==> src/rtl/sdrc_wb_arb_pkg.sv <==
// Shared constants and types for the SDRAM Wishbone arbiter.
// Cycle-type codes, arbitration modes and the arbiter state encoding.
package sdrc_wb_arb_pkg;

  localparam logic [2:0] CTI_CLASSIC = 3'b000;
  localparam logic [2:0] CTI_INCR    = 3'b010;
  localparam logic [2:0] CTI_EOB     = 3'b111;

  localparam logic ARB_RR    = 1'b0;
  localparam logic ARB_FIXED = 1'b1;

  typedef enum logic {
    ST_IDLE   = 1'b0,
    ST_ACTIVE = 1'b1
  } arb_state_e;

  // True when an acked beat with this cycle type ends the owner's transfer.
  function automatic logic cti_last(input logic [2:0] cti);
    return (cti == CTI_CLASSIC) || (cti == CTI_EOB);
  endfunction

endpackage

==> src/rtl/sdrc_wb_arb_rr_pick.sv <==
// Combinational one-hot winner picker: round-robin from ptr_i, or fixed
// priority (index 0 highest). Reused by other multi-port blocks.
module sdrc_rr_pick
  import sdrc_wb_arb_pkg::*;
#(
  parameter int NM = 4
) (
  input  logic [NM-1:0]         req_i,
  input  logic [$clog2(NM)-1:0] ptr_i,
  input  logic                  mode_i,
  output logic [NM-1:0]         gnt_o
);

  logic [$clog2(NM)-1:0] sh;
  logic [2*NM-1:0]       req2;
  logic [2*NM-1:0]       gnt2;
  logic [NM-1:0]         oh;
  logic                  found;

  // Rotate requests so the pointer sits at bit 0, pick the lowest set bit,
  // then rotate the one-hot result back into master numbering.
  always_comb begin
    sh    = (mode_i == ARB_FIXED) ? '0 : ptr_i;
    req2  = {req_i, req_i} >> sh;
    oh    = '0;
    found = 1'b0;
    for (int k = 0; k < NM; k++) begin
      if (!found && req2[k]) begin
        oh[k] = 1'b1;
        found = 1'b1;
      end
    end
    gnt2  = {oh, oh} << sh;
    gnt_o = gnt2[2*NM-1:NM];
  end

endmodule

==> src/rtl/sdrc_wb_arb.sv <==
// NM-port Wishbone arbiter in front of the SDRAM controller slave port.
// Optional watchdog enabled by defining SDRC_ARB_TIMEOUT_EN.
module sdrc_wb_arb
  import sdrc_wb_arb_pkg::*;
#(
  parameter int NM = 4,
  parameter int AW = 30,
  parameter int DW = 32,
  parameter int TW = 8,
  localparam int SW = DW / 8,
  localparam int PW = $clog2(NM)
) (
  input  logic               wb_clk_i,
  input  logic               wb_rst_i,
  input  logic [NM-1:0]      m_wb_cyc_i,
  input  logic [NM-1:0]      m_wb_stb_i,
  input  logic [NM-1:0]      m_wb_we_i,
  input  logic [NM*AW-1:0]   m_wb_addr_i,
  input  logic [NM*DW-1:0]   m_wb_dat_i,
  input  logic [NM*SW-1:0]   m_wb_sel_i,
  input  logic [NM*3-1:0]    m_wb_cti_i,
  output logic [NM-1:0]      m_wb_ack_o,
  output logic [NM-1:0]      m_wb_err_o,
  output logic [DW-1:0]      m_wb_dat_o,
  output logic               s_wb_cyc_o,
  output logic               s_wb_stb_o,
  output logic               s_wb_we_o,
  output logic [AW-1:0]      s_wb_addr_o,
  output logic [DW-1:0]      s_wb_dat_o,
  output logic [SW-1:0]      s_wb_sel_o,
  output logic [2:0]         s_wb_cti_o,
  input  logic               s_wb_ack_i,
  input  logic [DW-1:0]      s_wb_dat_i,
  input  logic               cfg_arb_mode,
  input  logic [NM-1:0]      cfg_arb_mask,
  input  logic [TW-1:0]      cfg_arb_timeout,
  output logic [NM-1:0]      arb_gnt_o,
  output logic               arb_to_sts_o
);

  arb_state_e     state_q, state_d;
  logic [NM-1:0]  gnt_q, gnt_d;
  logic [PW-1:0]  rr_ptr_q, rr_ptr_d;
  logic [PW-1:0]  rr_nxt;
  logic [NM-1:0]  req, win;
  logic           active, rel, to_fire;
  logic           own_cyc, own_stb, own_we;
  logic [AW-1:0]  own_addr;
  logic [DW-1:0]  own_dat;
  logic [SW-1:0]  own_sel;
  logic [2:0]     own_cti;

  assign req    = m_wb_cyc_i & m_wb_stb_i & cfg_arb_mask;
  assign active = (state_q == ST_ACTIVE);

  sdrc_rr_pick #(.NM(NM)) u_pick (
    .req_i  (req),
    .ptr_i  (rr_ptr_q),
    .mode_i (cfg_arb_mode),
    .gnt_o  (win)
  );

  always_comb begin
    own_cyc  = 1'b0;
    own_stb  = 1'b0;
    own_we   = 1'b0;
    own_addr = '0;
    own_dat  = '0;
    own_sel  = '0;
    own_cti  = '0;
    rr_nxt   = '0;
    for (int i = 0; i < NM; i++) begin
      if (gnt_q[i]) begin
        own_cyc  = m_wb_cyc_i[i];
        own_stb  = m_wb_stb_i[i];
        own_we   = m_wb_we_i[i];
        own_addr = m_wb_addr_i[i*AW +: AW];
        own_dat  = m_wb_dat_i[i*DW +: DW];
        own_sel  = m_wb_sel_i[i*SW +: SW];
        own_cti  = m_wb_cti_i[i*3 +: 3];
        rr_nxt   = (i == NM - 1) ? '0 : PW'(i + 1);
      end
    end
  end

`ifdef SDRC_ARB_TIMEOUT_EN
  logic [TW-1:0] to_cnt_q, to_cnt_d;
  logic          to_sts_q;

  // Counter holds the number of completed ACTIVE cycles without ack, so the
  // current cycle is number to_cnt_q + 1.
  assign to_fire = active & own_cyc & ~s_wb_ack_i & (cfg_arb_timeout != '0)
                 & ((to_cnt_q + TW'(1)) == cfg_arb_timeout);

  always_comb begin
    to_cnt_d = to_cnt_q + TW'(1);
    if (!active || s_wb_ack_i) to_cnt_d = '0;
  end

  always_ff @(posedge wb_clk_i or posedge wb_rst_i) begin
    if (wb_rst_i) begin
      to_cnt_q <= '0;
      to_sts_q <= 1'b0;
    end else begin
      to_cnt_q <= to_cnt_d;
      if (to_fire) to_sts_q <= 1'b1;
    end
  end

  assign arb_to_sts_o = to_sts_q;
`else
  logic unused_cfg_timeout;
  assign unused_cfg_timeout = ^cfg_arb_timeout;
  assign to_fire            = 1'b0;
  assign arb_to_sts_o       = 1'b0;
`endif

  assign rel = active & (~own_cyc | (s_wb_ack_i & cti_last(own_cti)) | to_fire);

  always_comb begin
    state_d  = state_q;
    gnt_d    = gnt_q;
    rr_ptr_d = rr_ptr_q;
    case (state_q)
      ST_IDLE: begin
        if (|req) begin
          state_d = ST_ACTIVE;
          gnt_d   = win;
        end
      end
      ST_ACTIVE: begin
        if (rel) begin
          state_d = ST_IDLE;
          gnt_d   = '0;
          if (cfg_arb_mode == ARB_RR) rr_ptr_d = rr_nxt;
        end
      end
      default: begin
        state_d = ST_IDLE;
        gnt_d   = '0;
      end
    endcase
  end

  always_ff @(posedge wb_clk_i or posedge wb_rst_i) begin
    if (wb_rst_i) begin
      state_q  <= ST_IDLE;
      gnt_q    <= '0;
      rr_ptr_q <= '0;
    end else begin
      state_q  <= state_d;
      gnt_q    <= gnt_d;
      rr_ptr_q <= rr_ptr_d;
    end
  end

  // Acks are only forwarded while the owner still holds cyc.
  assign s_wb_cyc_o  = active & own_cyc & ~to_fire;
  assign s_wb_stb_o  = active & own_stb & ~to_fire;
  assign s_wb_we_o   = active & own_we;
  assign s_wb_addr_o = active ? own_addr : '0;
  assign s_wb_dat_o  = active ? own_dat  : '0;
  assign s_wb_sel_o  = active ? own_sel  : '0;
  assign s_wb_cti_o  = active ? own_cti  : '0;
  assign m_wb_ack_o  = (active & own_cyc & s_wb_ack_i) ? gnt_q : '0;
  assign m_wb_err_o  = to_fire ? gnt_q : '0;
  assign m_wb_dat_o  = s_wb_dat_i;
  assign arb_gnt_o   = gnt_q;

endmodule
==> config.mk <==
export PLATFORM = sky130hd
export DESIGN_NAME = sdrc_wb_arb
export DESIGN_NICKNAME = d
export VERILOG_FILES = /design/src/rtl/sdrc_wb_arb_pkg.sv /design/src/rtl/sdrc_wb_arb_rr_pick.sv /design/src/rtl/sdrc_wb_arb.sv
export SDC_FILE = /design/constraint.sdc
export NUM_CORES = 1
export LEC_CHECK = 0
export ABC_CLOCK_PERIOD_IN_PS = 2000
export CAP_MARGIN = 20
export CORE_AREA = 2 2 175 177
export CTS_BUF_LIST = sky130_fd_sc_hd__clkbuf_8
export CTS_CLUSTER_SIZE = 30
export DETAILED_ROUTE_END_ITERATION = 10
export DIE_AREA = 0 0 177 179
export GPL_TIMING_DRIVEN = 0
export PLACE_DENSITY = 0.48
export SYNTH_ARGS = -nofsm -noshare
export SYNTH_HDL_FRONTEND = slang
export SYNTH_SLANG_ARGS = --single-unit
export TNS_END_PERCENT = 100
==> constraint.sdc <==
create_clock -name wb_clk_i -period 2 [get_ports wb_clk_i]
set_clock_uncertainty 0.1 [all_clocks]
set_input_delay 0.4 -clock wb_clk_i [delete_from_list [all_inputs] [get_ports wb_clk_i]]
set_output_delay 0.4 -clock wb_clk_i [all_outputs]
set_load 0.02 [all_outputs]
== Word level (Yosys, flattened, before mapping) ==
Index checks and enable logic that the tools add are counted.

* Flip-flop bits (word level): 7
* Logic and storage cells: 81
* Output and inout bits: 117
* Input port bits: 336

* Equality and inequality tests: 3
* Bitwise operators: 12
* Reduce and logical (&&, ||, !) cells: 11
* Multiplexer cells: 50
* Shift-type cells: 2

{| class="wikitable"
|+ Operators with widths
! cell !! count
|-
| 32-bit two-way mux || 5
|-
| 30-bit two-way mux || 5
|-
| 4-bit two-way mux || 8
|-
| 1-bit two-way mux || 21
|-
| 3-bit two-way mux || 5
|-
| 4-bit bitwise AND || 2
|-
| 2-bit two-way mux || 4
|-
| 4-bit one-hot mux with 2 select lines || 1
|-
| 8-bit by 2-bit left shift with 8-bit output || 1
|-
| 8-bit by 2-bit >> shifter with 4-bit output || 1
|-
| 1-bit bitwise AND || 6
|-
| 4-bit OR reduction || 1
|-
| 3-bit == test (second input constant) || 1
|-
| 1-bit logical AND || 3
|-
| 1-bit logical NOT || 3
|-
| 3-bit logical NOT || 1
|-
| 1-bit NOT || 3
|-
| 3-bit AND reduction || 1
|-
| 2-bit by 1-bit inequality test with 1-bit output (second input constant) || 1
|-
| 2-bit inequality test (second input constant) || 1
|-
| 1-bit one-hot mux with 2 select lines || 1
|-
| 2-bit AND reduction || 1
|-
| 1-bit logical OR || 1
|-
| 1-bit OR || 1
|}

== Depth between registers and ports, before layout ==
* Word-level depth: 16
* Gate-level depth with buffers: 9
* Gate-level depth less buffers: 6

== Cells and area by module ==
From an unflattened synthesis, not the netlist that was laid out.

* Cell total of the unflattened synthesis: 527
* Area, all modules: 3046.7 µm²

{| class="wikitable"
|+ By module, submodules not included
! module !! times used !! area an instance (µm²) !! seq. area each (µm²) !! cells each
|-
| sdrc_wb_arb || 1 || 2930.3 || 175.2 || 509
|-
| sdrc_rr_pick || 1 || 116.4 || 0.0 || 18
|}

== Least setup slack after synthesis ==
No wires, ideal clock.

* Kind: register to output
* Start: register gnt_q[1], in the netlist arb_gnt_o[1]
* End: output port m_wb_ack_o[0]
* Data arrival time: 2.027 ns
* Stages on the path, launching flop included: 9
* Buffers on the path: 2
* Slack: -0.527 ns
* Data required time: 1.500 ns
* Cell sequence: dfrtp_1 buf_2 nor2b_1 buf_2 a221oi_1 o31ai_2 inv_2 nor2_1 and3_1

* Word-level cells in the longest chain between the ends: 6

{| class="wikitable"
|+ RTL lines
! what !! line !! RTL
|-
| start, declared || sdrc_wb_arb.sv:42 || <nowiki>logic [NM-1:0] gnt_q, gnt_d;</nowiki>
|-
| start signal, assigned || sdrc_wb_arb.sv:152 || <nowiki>gnt_q <= gnt_d;</nowiki>
|-
| 1-bit two-way mux (3 in a row) || sdrc_wb_arb.sv:73 || <nowiki>if (gnt_q[i]) begin</nowiki>
|-
| 1-bit bitwise AND || n/a ||
|-
| via s_wb_cyc_o || sdrc_wb_arb.sv:25 || <nowiki>output logic s_wb_cyc_o,</nowiki>
|-
| 1-bit bitwise AND || sdrc_wb_arb.sv:165 || <nowiki>assign m_wb_ack_o = (active & own_cyc & s_wb_ack_i) ? gnt_q : '0;</nowiki>
|-
| 4-bit two-way mux || sdrc_wb_arb.sv:165 ||
|-
| end, declared || sdrc_wb_arb.sv:22 || <nowiki>output logic [NM-1:0] m_wb_ack_o,</nowiki>
|}

The timed path passes the listed nets, and every way through them passes these cells.

== Worst setup path after layout ==
* Start: register gnt_q[0], in the netlist arb_gnt_o[0]
* End: output port s_wb_dat_o[31]

* Word-level cells in the longest chain between the ends: 5

{| class="wikitable"
|+ RTL lines
! what !! line !! RTL
|-
| 32-bit two-way mux (4 in a row) || sdrc_wb_arb.sv:73 ||
|-
| 32-bit two-way mux || sdrc_wb_arb.sv:162 || <nowiki>assign s_wb_dat_o = active ? own_dat : '0;</nowiki>
|-
| end, declared || sdrc_wb_arb.sv:29 || <nowiki>output logic [DW-1:0] s_wb_dat_o,</nowiki>
|}

No other way between the ends.

==> results by group <==
Cells and area
  – Final #Nets: 1243
  – P&R area growth vs syn: 193.1%
  – Final core utilization: between 20% and 30%
  – Fill cells: around 3300
  – Layout cells sized above 1: 34.00%
  – Final instance area: around 9000 um2
  – Antenna Cells: 0

Yosys
  – Synth cell types: 43
  – Syn_area_per_cell: 6.567 um2
  – FF+latch count, synth: 7
  – Number of flops mapped to enable cells by yosys: 0
  – Synth Flop Type: dfrtp_1
  – Part of the Yosys area used for sequential elements: under 10%
  – Simple-gate share of the synthesized area: around 16%
  – Most common cell in the netlist: nand2_1
  – XOR/XNOR Fraction of Synth Area: 0%
  – Main combinational cell family by area after synthesis: compound AO/OA/AOI/OAI gates
  – Synth area leader: a221o_1
  – Ys Warns: 0
  – Synth Cell Area: approximately 3000 um2
  – Mapped Cells: between 400 and 500
  – Top post-synthesis cells by area: a221o_1, o211ai_1, a21oi_1, nand2_1, buf_4
  – FFs w/ async S/R, synth: between 90% and 100%
  – Post-synth top cells: nand2_1, a21oi_1, a221o_1, o211ai_1, clkbuf_1
  – Mux cell area share after synthesis: less than 1%
  – Top-area cell type share of the netlist area: roughly 22%
  – Compound-Gate Fraction of Synth Area: between 50 and 60%
  – Synth Area in Adders: 0%

Outcome
  – Status: complete, but fails checks
  – Violated checks: setup timing

Detailed routing
  – Vias per Instance: 4.263
  – Detailed Route WL: between 20000 and 30000 um
  – Routed WL per cell: approximately 20 um
  – Initial drt markers: ~400
  – DRT antenna net count: 0
  – Detailed-route via count: roughly 5600
  – DRC viols: 0
  – Iteration count of the initial detailed-routing pass: 4

Power and ir drop
  – Tot Pwr: 10.32 mW
  – PwrDens: between 1000 and 1500 nW/um2
  – LEAKAGE: roughly 3.3 nW
  – Peak supply drop: 408.2 uV

STA
  – PnR worst setup slack: -0.4470 ns
  – RSZ-0062 raised after global routing: true
  – Slew Limit Fails: 0
  – Fmax achieved: 408.7 MHz
  – Setup violators final: about 80
  – Fin. Hold Viols: 0
  – Min cycle time layout: around 2.4 ns
  – Share of the clock period used by the worst path after layout: 122.3%

Place
  – Dpl ws: -1.357 ns
  – Port buffer count: slightly above 400
  – Final HPWL DP: about 21000 um
  – Dpl cell area: roughly 7900 um2
  – Gp weighted congestion: about 0.84

Clock tree
  – CTS sink cnt: 7
  – TritonCTS buffer count: 3
  – Clock transition at path regs: 0.04 ns
  – Hold_buf cts: 0
  – Clk Latency, worst-skew pair: roughly 0.24 ns
  – CTS tree: built
  – H-tree levels: 1
  – Largest buffer count on any clock path: 2
  – Clk Tree Root Cell: clkbuf_8

GRT
  – Largest net degree at the start of global routing: 11
  – Global-route wire length before repair: about 36000 um
  – Busiest grt layer: met2
  – Grt met3 use: around 2.9%
  – Number of global-route vias before repair: approximately 5500
  – GR Util All Layers: between 15 and 20%
  – GR Util met1: 19.83%
  – Initial antenna violation count: 2
  – GR Layer Usage met2: about 27%
  – Congestion Overflow GR: 0

Die
  – Die H: 179 um
  – Core area: about 30000 um2
  – Die X: between 150 and 200 um
  – Area of the die: 31680 um2
  – Initial Utilization: between 10% and 20%
  – Boundary Pins: roughly 450
  – Rows: 64

Hold path
  – Class of the worst hold path: in2async

Worst setup path
  – CP startpoint kind: flip-flop
  – Flop2flop setup slack: -0.33 ns
  – Kind of end point of the critical path: output pin
  – Worst r2r path cells: 10
  – Critical path required time: 1.50 ns
  – Crit Path Max Fanout: 7
  – WP data arrival: ~2.0 ns
  – Setup CP Type: reg2out

Run
  – Max cap viols: 0
## worst max-delay path, stage by stage (launching register included)
cell and delay, ns:
dfrtp_2 0.43, nor2b_4 0.15, buf_12 0.14, buf_12 0.14, buf_6 0.12, a221o_1 0.28
o211ai_1 0.20, a21oi_2 0.11, buf_6 0.14
## what timing repair did
action | CTS | global route
cloned | 3 | 3
pin swaps | 59 | 65
buffers inserted | 17 | 16
setup endpoints to repair | 81 | 83
gates resized for setup | 552 | 41
## placed cells by master (no fill, tap or decap), types with 3 or more instances in the layout
master           netlist  layout
buf_4                 37      86
nor2_1                 8       5
clkbuf_4               0      10
nor2b_1                4       3
dfrtp_2                0       5
buf_8                  0       5
clkbuf_8               0      19
clkdlybuf4s50_1        0     330
o21ai_0                9       7
o211ai_1              67      67
a21oi_2                0      68
nand2_1               75      75
inv_1                  4       5
a21oi_1               71       3
nand3_1                5       4
and2_1                 3       3
buf_6                  2      58
and3_4                 0       5
clkbuf_2               0      11
conb_1                 1       5
a211oi_2               4       5
clkbuf_16              0       6
buf_2                  6       3
a221o_1               67      67
buf_12                 0       6
## cell families after synthesis
family | Yosys count
muxes | 2
DFF | 7
other | 1
AOI/OAI and AO/OA | 238
and+or+nand+nor | 109
buffers and inverters | 101
## stage by stage
step           instances  setup TNS, ns  hold WS [ns]
2_1_floorplan        462         -8.586        0.1031
3_3_place_gp        1265         -90.85        0.5384
3_5_place_dp        1265         -90.53        0.5433
4_1_cts             1286         -27.11        0.3362
5_1_grt             1302         -30.85        0.3583
6_report            1302         -25.69        0.3192
## flip-flops by register name, summed over array words and instances (netlist names)
| signal | cells |
|---|---|
| arb_gnt_o | 4 |
| active | 1 |
| rr_ptr_q | 2 |
## area by class of cell
| type | instances | area (um2) | share of cell area (%) |
|---|---|---|---|
| clock buffer | 3 | 41.29 | 0.4684 |
| clock inverter | 1 | 3.754 | 0.04258 |
| timing repair buffer | 444 | 4476 | 50.77 |
| tap | 396 | 495.5 | 5.621 |
| buffer | 90 | 900.9 | 10.22 |
| inverter | 7 | 46.29 | 0.5252 |
| multi-input combinational | 354 | 2670 | 30.29 |
| sequential | 7 | 181.4 | 2.058 |
## path summary, 6_finish.rpt
path / start / to
worst max-delay path: arb_gnt_o[0] / s_wb_dat_o[31]
worst min-delay path: wb_rst_i / arb_gnt_o[2]
worst max register to register: arb_gnt_o[2] / arb_gnt_o[2]
worst min register to register: rr_ptr_q[1] / rr_ptr_q[1]
max in group asynchronous: wb_rst_i / arb_gnt_o[1]
min in group wb_clk_i: rr_ptr_q[1] / rr_ptr_q[1]
## report_power, final
part,internal (mW),total [mW],switching [mW]
clock network,0.134,0.205,0.0713
logic,4.69,9.79,5.10
registers,0.211,0.325,0.113
## per-layer routing
| metal | share of wire, % | wire length [um] |
|---|---|---|
| met1 | 42 | 11290 |
| met2 | 50 | 13440 |
| met3 | 6.3 | 1675 |
| met4 | 0.89 | 238 |
| met5 | 0.097 | 26 |
(Power assumes the default switching activity.)
